--- config.mk ---
export PLATFORM = sky130hd
export DESIGN_NAME = uart_byte_display
export DESIGN_NICKNAME = d
export VERILOG_FILES = /design/src/rtl/seven_seg_pkg.sv /design/src/rtl/pulse_stretch.sv /design/src/rtl/uart_byte_display.sv
export SDC_FILE = /design/constraint.sdc
export NUM_CORES = 1
export LEC_CHECK = 0
export CAP_MARGIN = 20
export CORE_ASPECT_RATIO = 0.75
export CORE_UTILIZATION = 46
export CTS_CLUSTER_SIZE = 24
export DETAILED_ROUTE_END_ITERATION = 6
export GPL_TIMING_DRIVEN = 0
export PLACE_DENSITY = 0.75
export SETUP_SLACK_MARGIN = 0.3
export SYNTH_ARGS = -nofsm -noshare
export SYNTH_HDL_FRONTEND = slang
export SYNTH_SLANG_ARGS = --single-unit
--- constraint.sdc ---
create_clock -name clk -period 6.26 [get_ports clk]
set_input_delay 1.878 -clock clk [delete_from_list [all_inputs] [get_ports clk]]
set_output_delay 1.878 -clock clk [all_outputs]
set_load 0.01 [all_outputs]
--- src/rtl/seven_seg_pkg.sv ---
// rtl/seven_seg_pkg.sv - shared constants and display mode type for the seven-segment path
package seven_seg_pkg;

  localparam int         NUM_DIGITS = 8;
  localparam logic [7:0] BLANK_ALL  = 8'hFF;
  localparam logic [7:0] POINTS_OFF = 8'hFF;

  typedef enum logic {
    MODE_HIST  = 1'b0,
    MODE_COUNT = 1'b1
  } disp_mode_e;

endpackage

--- src/rtl/pulse_stretch.sv ---
// rtl/pulse_stretch.sv - stretches a one-cycle trigger into a CYCLES-long activity flag
module pulse_stretch #(
  parameter int CYCLES = 10
) (
  input  logic clk,
  input  logic rst_n,
  input  logic trig,
  input  logic clr,
  output logic active
);

  localparam int W = $clog2(CYCLES + 1);

  logic [W-1:0] cnt_q, cnt_d;

  always_comb begin
    cnt_d = cnt_q;
    if (clr) begin
      cnt_d = '0;
    end else if (trig) begin
      cnt_d = W'(CYCLES - 1);
    end else if (cnt_q != '0) begin
      cnt_d = cnt_q - W'(1);
    end
  end

  // The trigger cycle itself counts, so the flag spans the strobe plus CYCLES-1 more.
  assign active = !clr && (trig || (cnt_q != '0));

  always_ff @(posedge clk or negedge rst_n) begin
    if (!rst_n) begin
      cnt_q <= '0;
    end else begin
      cnt_q <= cnt_d;
    end
  end

endmodule

--- src/rtl/uart_byte_display.sv ---
// rtl/uart_byte_display.sv - formats received UART bytes into seven-segment value/point/mask
module uart_byte_display
  import seven_seg_pkg::*;
#(
  parameter int CLK_FREQ = 100_000_000,
  parameter int ACT_MS   = 50
) (
  input  logic        clk,
  input  logic        rst_n,
  input  logic        rx_valid,
  input  logic [7:0]  rx_data,
  input  logic        rx_error,
  input  logic        mode,
  input  logic        clear,
  output logic [31:0] value,
  output logic [7:0]  point,
  output logic [7:0]  mask_n
);

  localparam int ACT_CYCLES = CLK_FREQ / 1000 * ACT_MS;

  logic [31:0] hist_q, hist_d;
  logic [2:0]  fill_q, fill_d;
  logic [31:0] byte_cnt_q, byte_cnt_d;
  logic        err_q, err_d;
  logic [31:0] value_q, value_d;
  logic [7:0]  point_q, point_d;
  logic [7:0]  mask_n_q, mask_n_d;
  logic        act_active;
  disp_mode_e  mode_e;

  function automatic logic [NUM_DIGITS-1:0] lz_mask(input logic [31:0] v);
    logic zero_above;
    lz_mask    = '0;
    zero_above = 1'b1;
    for (int i = NUM_DIGITS - 1; i > 0; i--) begin
      zero_above = zero_above && (v[4*i +: 4] == 4'h0);
      lz_mask[i] = zero_above;
    end
  endfunction

  // Byte k (0 = newest) owns digits 2k+1:2k and stays dark until it has arrived.
  function automatic logic [NUM_DIGITS-1:0] fill_mask(input logic [2:0] f);
    fill_mask = '0;
    for (int k = 0; k < 4; k++) begin
      if (3'(k) >= f) fill_mask[2*k +: 2] = 2'b11;
    end
  endfunction

  pulse_stretch #(
    .CYCLES (ACT_CYCLES)
  ) u_act (
    .clk    (clk),
    .rst_n  (rst_n),
    .trig   (rx_valid),
    .clr    (clear),
    .active (act_active)
  );

  assign mode_e = disp_mode_e'(mode);

  always_comb begin
    hist_d     = hist_q;
    fill_d     = fill_q;
    byte_cnt_d = byte_cnt_q;
    err_d      = err_q;
    if (clear) begin
      hist_d     = '0;
      fill_d     = '0;
      byte_cnt_d = '0;
      err_d      = 1'b0;
    end else if (rx_valid && rx_error) begin
      err_d = 1'b1;
    end else if (rx_valid) begin
      hist_d = {hist_q[23:0], rx_data};
      if (fill_q != 3'd4) fill_d = fill_q + 3'd1;
      if (byte_cnt_q != 32'hFFFF_FFFF) byte_cnt_d = byte_cnt_q + 32'd1;
    end
  end

  // Outputs are built from next state so a strobe shows up one cycle later.
  always_comb begin
    value_d  = hist_d;
    mask_n_d = fill_mask(fill_d);
    if (mode_e == MODE_COUNT) begin
      value_d  = byte_cnt_d;
      mask_n_d = lz_mask(byte_cnt_d);
    end
    point_d = {~err_d, 6'h3F, ~act_active};
  end

  always_ff @(posedge clk or negedge rst_n) begin
    if (!rst_n) begin
      hist_q     <= '0;
      fill_q     <= '0;
      byte_cnt_q <= '0;
      err_q      <= 1'b0;
      value_q    <= '0;
      point_q    <= POINTS_OFF;
      mask_n_q   <= BLANK_ALL;
    end else begin
      hist_q     <= hist_d;
      fill_q     <= fill_d;
      byte_cnt_q <= byte_cnt_d;
      err_q      <= err_d;
      value_q    <= value_d;
      point_q    <= point_d;
      mask_n_q   <= mask_n_d;
    end
  end

  assign value  = value_q;
  assign point  = point_q;
  assign mask_n = mask_n_q;

endmodule

# --- After elaboration in Yosys (flattened, before gate mapping) ---
# Index checks and enable logic that the tools add are counted.
word_totals:
  register_bits: 133
  inputBits: 14
  memories: 0
  elab_cells: 60
  mem_bits_rw: 0
  rom_bits: 0
  output_inout_bits: 48
  latchBits: 0
classes:
  n_mux: 22
  n_lt_le_gt_ge: 4
  n_div: 0
  eq_ne: 2
  bitwise: 2
  n_reduce_logical: 19
  n_addsub: 3
  multipliers: 0
  shift: 0
ops:
  columns: ["operator", "count"]
  rows:
  - ["$mux 32", 8]
  - ["$mux 23", 3]
  - ["$add 32x1->32 const B", 1]
  - ["$ne 32x32->1 const B", 1]
  - ["$logic_not 4->1", 7]
  - ["$reduce_bool 23->1", 1]
  - ["$sub 23x1->23 const B", 1]
  - ["$mux 3", 4]
  - ["$logic_and 1x1->1", 8]
  - ["$mux 2", 4]
  - ["$mux 8", 1]
  - ["$ge 1x3->1 const A", 2]
  - ["$ge 2x3->1 const A", 2]
  - ["$add 3x1->3 const B", 1]
  - ["$ne 3x3->1 const B", 1]
  - ["$reduce_bool 3->1", 1]
  - ["$mux 1", 2]
  - ["$not 1->1", 2]
  - ["$logic_not 1->1", 1]
  - ["$logic_or 1x1->1", 1]

# --- Logic depth before layout (Yosys ltp) ---
# Gate-level depths: netlist (run 1).
logic_depth:
  depth_word: 13
  mapped_depth: 11
  mapped_depth_nobuf: 10

# --- Hierarchy ---
# From an unflattened synthesis (run 1), not the netlist that was laid out.
unflattened:
  cells_unflattened: 609
  area_unflattened_um2: 6263.5
by_module_without_submodules:
  columns: ["module", "instances", "seq_area_each_um2", "area_each_um2", "cells_per_inst"]
  rows:
  - ["uart_byte_display", 1, 2765.2, 5001.0, 477]
  - ["pulse_stretch", 1, 575.6, 1262.5, 132]

# --- Least setup slack after synthesis (run 1) ---
# OpenSTA, ideal clock, no wires.
synth_path:
  path_kind: "in2reg"
  startpoint: "input rx_error"
  endpoint: "register mask_n_q[4] (netlist: mask_n[4])"
  stages: 9
  arrival_time_ns: 4.291
  path_buffers: 1
  setup_ns: 0.060
  setup_slack_ns: 1.909
  required_time_ns: 6.200
  path_cell_list: "nand2b_1 -> or4_1 -> buf_2 -> nor4_1 -> mux2_2 -> nor3b_1 -> or4b_4 -> nor3_1 -> or2_1"
synth_via:
  elab_chain_len: 8
  elab_cells_between_ends: 15
  classes_between: "order compare (1); mux (6); reduce/logical (8)"
synth_lines:
  columns: ["element", "line", "rtl"]
  rows:
  - ["from (decl)", "uart_byte_display.sv:12", "input logic rx_error,"]
  - ["$logic_and 1x1->1", "uart_byte_display.sv:72", "end else if (rx_valid && rx_error) begin"]
  - ["$mux 32", "uart_byte_display.sv:72", null]
  - ["$mux 32", "uart_byte_display.sv:67", "if (clear) begin"]
  - ["via byte_cnt_d[30]", "uart_byte_display.sv:24", "logic [31:0] byte_cnt_q, byte_cnt_d;"]
  - ["$logic_not 4->1", "uart_byte_display.sv:37", "zero_above = zero_above && (v[4*i +: 4] == 4'h0);"]
  - ["$logic_and 1x1->1 (3 in a row)", "uart_byte_display.sv:37", null]
  - ["$mux 8", "uart_byte_display.sv:85", "if (mode_e == MODE_COUNT) begin"]
  - ["via mask_n_d[4]", "uart_byte_display.sv:28", "logic [7:0] mask_n_q, mask_n_d;"]
  - ["to (signal assigned)", "uart_byte_display.sv:108", "mask_n_q <= mask_n_d;"]
  - ["to (decl)", "uart_byte_display.sv:28", null]
# The timed path passes the listed nets, and every way through them passes these cells.
# A chain may end at the register's enable or synchronous reset.

# --- Worst setup path after layout (run 1) ---
layout_path:
  startpoint: "input rx_valid"
  endpoint: "register mask_n_q[1] (netlist: mask_n[1])"
layout_via:
  elab_cells_between_ends: 23
  classes_between: "order compare (1); mux (8); reduce/logical (14)"
layout_lines:
  columns: ["element", "line", "rtl"]
  rows:
  - ["from (decl)", "uart_byte_display.sv:10", "input logic rx_valid,"]
  - ["$mux 32 / $logic_and 1x1->1 (equally long branches)", "uart_byte_display.sv:74, uart_byte_display.sv:72", null]
  - ["$mux 32 *", "uart_byte_display.sv:72", null]
  - ["$mux 32 *", "uart_byte_display.sv:67", null]
  - ["via byte_cnt_d[10]", "uart_byte_display.sv:24", null]
  - ["$logic_not 4->1 *", "uart_byte_display.sv:37", null]
  - ["$logic_and 1x1->1 * (2 in a row)", "uart_byte_display.sv:37", null]
  - ["$mux 8 *", "uart_byte_display.sv:85", null]
  - ["via mask_n_d[1]", "uart_byte_display.sv:28", null]
# The timed path passes the listed nets; every way through them passes the cells marked *.

==> flow_metrics.tcl, run 1 <==
set metrics [dict create \
    internal_power_mw 1.581 \
    ctsResizeCount 0 \
    place_congestion 0.8914 \
    cts_setup_buffers 0 \
    die_w_um 133.9 \
    synth.area.mux_share_pct 6.564 \
    yosysWarningCount 0 \
    synth_flop_cell "dfrtp_1" \
    p_leak_nw 3.152 \
    ioPinCount 62 \
    tightest_slew_ns 0.8862 \
    avgRoutedWirePerCell_um 16.98 \
    final_max_slew_viol_count 0 \
    finalCritPeriodShare_pct 81.73 \
    grt_max_degree 90 \
    design_area_um2 7406 \
    gr-total-overflow 0 \
    ys_seq_area_share_pct 55.64 \
    first_global_vias 4602 \
    antenna_cells 0 \
    p_seq_share_pct 44.1 \
    regToRegSetupSlack_ns 2.51 \
    syn_to_final_growth_pct 23.34 \
    synth-xor-area-share_pct 5.980 \
    skew_ns 0.01121 \
    antenna_found_initial 0 \
    clk_latency_ns 0.42 \
    synth_top_area_share_pct 51.26 \
    status "complete, no violations" \
    rsz0062_at_grt "no" \
    fmax_mhz 195.4 \
    grt_pass1_wl_um 23190 \
    layout_common_cells "123 x dfrtp_1, 88 x nand2_1, 57 x nor2_1" \
    synth-adder-area-share_pct 0.8335 \
    synth_cells 585 \
    num_rows 35 \
    fill_cells 1047 \
    cts_tree "yes" \
    fp.coreArea_um2 12480 \
    cts_hold_buf 0 \
    nets 682 \
    layout_commonest_cell "dfrtp_1" \
    startpoint_type "input pin" \
    routed_via_density 5.600 \
    ir_worst_vdd_mv 0.2525 \
    synth_top_family_by_area "simple AND/OR/NAND/NOR gates" \
    synthesis.area_um2 6005 \
    drv_cap 0 \
    cts_buffers 17 \
    finalHoldViolCount 0 \
    swShare_pct 22.19 \
    period_needed_ns 5.117 \
    drt-initial-drc-count 422 \
    drive_above_1_share_pct 14.35 \
    grt_use_total_pct 22.61 \
    comb_power_share_pct 6.4 \
    drt_pass1_iterations 6 \
    worstPathRequired_ns 6.62 \
    synth-compound-area-share_pct 7.585 \
    ant_nets 0 \
    synth.distinct_cells 51 \
    cts_sinks 133 \
    critical_path_class "input pin to register" \
    drt_wl_total_um 14300 \
    p_clk_share_pct 49.5 \
    placed_area_um2 6800 \
    crit_path_end_kind "register" \
    dieArea_um2 13520 \
    initial_core_util_pct 48.11 \
    p_sw_mw 0.4511 \
    yosys.area_share.simple_pct 20.00 \
    path_max_fanout 8 \
    synth_top_area_cell "dfrtp_1" \
    synth_edf_count 0 \
    place_ws_ns 0.8258 \
    port_buffers 54 \
    post-dp-hpwl_um 9860 \
    fin_ws_ns 1.143 \
    setup_viol 0 \
    cts-root-buf "clkbuf_16" \
    synth-seq-cells 133 \
    die_h_um 100.9 \
    async_flop_share_pct 100.0 \
    worstPathArrival_ns 5.48 \
    netlist_top_cells_area "dfrtp_1 51%, mux2_2 6.6%, nand2_1 5.5%, a21oi_1 4.6%, dfstp_2 4.4%" \
    remaining_drc_errors 0 \
    slew_headroom_pct 40.38 \
    postSynthAreaPerCell_um2 10.26 \
    ctsLongestPathBuffers 2 \
    h-tree-depth 4 \
    min_path_type "register to register" \
    power.density_nw_per_um2 274.4 \
    path_clk_slew_ns 0.06 \
    vias 4715 \
]
==> per-layer routing <==
metal	global-route usage (%)	wire, um	part of all wire, %
met5	0	0	0
met4	8.129	223	1.6
met3	5.480	929	6.5
met2	34.20	6377	45
met1	31.75	6767	47
==> critical path, stage by stage <==
cell and delay, ns:
clkdlybuf4s50_1 0.56, nand2b_1 0.12, or4_1 0.53, buf_2 0.18, o21ba_2 0.23, clkbuf_1 0.32
xnor2_1 0.17, nor2_1 0.10, nor4_1 0.60, nor4bb_1 0.58, a31o_1 0.22
==> power groups by stage <==
stage	registers (mW)	logic [mW]	clock network, mW
global route	0.898	0.143	1.06
detailed placement	0.910	0.130	0
finish	0.896	0.130	1.01
global placement	0.909	0.124	0
CTS	0.896	0.131	1.02
floorplan	0.911	0.0672	0
==> flip-flops by register name, indices dropped and copies added, names as in the netlist <==
name         count
value           32
byte_cnt_q      32
err_q            1
fill_q           3
u_act.cnt_q     23
mask_n           8
hist_q          32
point            2
==> cells in the mapped netlist (all sizes together), types with 2 or more instances <==
| library cell | count |
|---|---|
| mux2 | 35 |
| a21oi | 55 |
| dfstp | 10 |
| a21o | 2 |
| ha | 4 |
| a31oi | 4 |
| nor4bb | 2 |
| nand2 | 88 |
| dfrtp | 123 |
| nor3 | 20 |
| and2 | 3 |
| xor2 | 17 |
| and4 | 2 |
| nand2b | 7 |
| or2 | 4 |
| nand3 | 14 |
| inv | 10 |
| o21ai | 4 |
| xnor2 | 24 |
| buf | 14 |
| nand4 | 12 |
| nor4 | 15 |
| or4 | 6 |
| nor2 | 58 |
| clkbuf | 22 |
| nor3b | 2 |
| or3 | 6 |
| a31o | 2 |
| o211ai | 4 |
| and3 | 4 |
==> per-stage QoR <==
stage	std cells	TNS, ns	utilization [%]	hold WS [ns]	power, mW
final	842	0	59.34	0.5363	2.032
after global routing	842	0	59.34	0.5575	2.099
after CTS	842	0	59.34	0.5298	2.045
after detailed placement	811	0	54.49	0.5213	1.040
after global placement	810	-204.38	54.26	0.5002	1.033
after floorplan	590	0	-	0.4777	0.9780
==> cell type report <==
type,count,area (um2),area share [%]
Inverter,10,37.54,0.5068
Clock inverter,7,93.84,1.267
Clock buffer,24,511.7,6.910
Sequential cell,133,3341,45.11
Tap cell,166,207.7,2.805
Multi-Input combinational cell,411,2482,33.52
Buffer,36,162.7,2.196
Timing Repair Buffer,55,569.3,7.687
==> final timing paths <==
| check | startpoint | to | cells past startpoint |
|---|---|---|---|
| setup / recovery | rx_valid | mask_n[1] | 11 |
| hold / removal | hist_q[31] | hist_q[31] | 2 |
| setup reg to reg | byte_cnt_q[19] | mask_n[1] | 9 |
| min in group asynchronous | rst_n | value[11] | 1 |
| max in group asynchronous | rst_n | mask_n[4] | 2 |
| hold reg to reg | hist_q[31] | hist_q[31] | 2 |
==> cell families after synthesis <==
kind of cell | Yosys count
simple gates | 247
flops | 133
compound gates | 78
buf+inv | 46
xor+xnor | 41
mux | 35
fa+ha+maj | 4
other cells | 1
No activity file was read; power rests on OpenSTA's default activity.
==> run 2, diff against run 1 <==
PLACE_DENSITY = 0.77   (was 0.75)
clock period = 4.12 ns   (was 6.26 ns; I/O delays follow)
==> run 2 against run 1 <==
Effect of this change: non-clock buffer count unchanged; clock power increased by 48%; critical endpoint is now mask_n[4]; critical path depth decreased by 1; worst hold slack got worse by 0.016 ns; sequential power increased by 52%; sequential share of layout area decreased by 0.20 points; core utilization increased by 0.27 points; global-route usage increased by 0.52 points.
==> flow_metrics.tcl, run 2 (synthesis results as in run 1) <==
set metrics [dict create \
    nets 682 \
    drive_above_1_share_pct 15.98 \
    cts_tree "yes" \
    initial_core_util_pct 48.11 \
    timing.rr.end "u_act.cnt_q[13]" \
    rr_worst_depth 9 \
    drt-initial-drc-count 361 \
    setup_viol 0 \
    ctsLongestPathBuffers 2 \
    die_h_um 100.9 \
    port_buffers 54 \
    endpoint "mask_n[4]" \
    cts-root-buf "clkbuf_16" \
    worstPathRequired_ns 4.47 \
    drv_cap 0 \
    cts_sinks 133 \
    syn_to_final_growth_pct 23.90 \
    clk_latency_ns 0.42 \
    min_path_type "register to register" \
    cts_setup_buffers 0 \
    worstReg2RegStart "u_act.cnt_q[5]" \
    avgRoutedWirePerCell_um 16.95 \
    vias 4646 \
    grt_use_total_pct 23.13 \
    path_max_fanout 8 \
    num_rows 35 \
    layout_common_cells "123 x dfrtp_1, 88 x nand2_1, 57 x nor2_1" \
    grt_pass1_wl_um 23670 \
    period_needed_ns 3.790 \
    gr-total-overflow 0 \
    ir_worst_vdd_mv 0.3006 \
    p_leak_nw 3.177 \
    dieArea_um2 13520 \
    ant_nets 0 \
    remaining_drc_errors 0 \
    skew_ns 0.007509 \
    cts_buffers 17 \
    regToRegSetupSlack_ns 0.63 \
    finalHoldViolCount 0 \
    grt_max_degree 95 \
    fin_cells 842 \
    die_w_um 133.9 \
    crit_start "rx_error" \
    antenna_found_initial 0 \
    placed_cells 811 \
    finalCritPeriodShare_pct 92.00 \
    ioPinCount 62 \
    h-tree-depth 4 \
    power.density_nw_per_um2 410.9 \
    rsz0062_at_grt "yes" \
    worstPathArrival_ns 4.14 \
    drt_wl_total_um 14270 \
    startpoint_type "input pin" \
    slew_headroom_pct 44.39 \
    fp.coreArea_um2 12480 \
    layout_commonest_cell "dfrtp_1" \
    path_clk_slew_ns 0.05 \
    crit_path_end_kind "register" \
    drt_pass1_iterations 6 \
    place_congestion 0.8990 \
    critical_path_class "input pin to register" \
    fin_util_pct 59.61 \
    tightest_slew_ns 0.8273 \
    antenna_cells 0 \
    routed_via_density 5.518 \
    post-dp-hpwl_um 9835 \
    fmax_mhz 263.8 \
    status "complete, no violations" \
    first_global_vias 4678 \
    final_max_slew_viol_count 0 \
]
-- run 2: worst min-delay path by stage --
stage | startpoint | to | slack [ns] | depth (start not counted)
floorplan | u_act.cnt_q[22] | u_act.cnt_q[22] | 0.48 | 2
global placement | u_act.cnt_q[22] | u_act.cnt_q[22] | 0.50 | 2
global route | u_act.cnt_q[22] | u_act.cnt_q[22] | 0.54 | 2
CTS | u_act.cnt_q[22] | u_act.cnt_q[22] | 0.52 | 2
finish | u_act.cnt_q[22] | u_act.cnt_q[22] | 0.52 | 2
detailed placement | u_act.cnt_q[22] | u_act.cnt_q[22] | 0.51 | 2
-- run 2: routing by layer --
layer / share of wire [%] / vias up / wire length (um) / track usage, %
met3: 5.7 / 26 / 811 / 5.631
met2: 46 / 167 / 6513 / 35.11
li1: - / 2152 / - / -
met4: 1.8 / 0 / 252 / 8.829
met1: 47 / 2301 / 6695 / 32.10
met5: 0 / - / 0 / 0
-- run 2: area by class of cell --
type	instances	area, um2
timing repair buffer	55	566.8
buffer	36	168.9
clock buffer	21	450.4
tap	166	207.7
inverter	10	37.54
multi-input combinational	411	2536
fill	1033	5041
sequential	133	3341
clock inverter	10	131.4
-- run 2: worst max-delay path, cell delays in order --
cell	delay [ns]
dlygate4sd2_1	0.28
nand2b_4	0.16
or4_1	0.51
buf_2	0.19
or4_4	0.51
nor4_2	0.14
and3b_1	0.20
or4b_4	0.56
nor3_1	0.19
or2_1	0.17
-- run 2: stage by stage --
step / cell area, um2 / hold WS (ns) / worst slack (ns) / TNS (ns) / power, mW
floorplan: 6023 / 0.4777 / 0.4109 / 0 / 1.486
global placement: 6771 / 0.5028 / -3.130 / -403.22 / 1.570
detailed placement: 6800 / 0.5108 / -0.4745 / -4.654 / 1.582
CTS: 7432 / 0.5232 / 0.3776 / 0 / 3.080
global route: 7440 / 0.5434 / 0.2253 / 0 / 3.168
finish: 7440 / 0.5204 / 0.3296 / 0 / 3.057
-- run 2: report_power, final --
part / leakage (nW) / switching, mW / internal, mW
Clock: 0.286 / 0.537 / 0.958
Combinational: 1.10 / 0.121 / 0.0791
Sequential: 1.80 / 0.0203 / 1.34
-- run 2: what timing repair did --
item                       CTS  global route
setup endpoints to repair   23            22
hold buffers                 0             0
gates resized for setup     12             4
pin swaps                    1             1
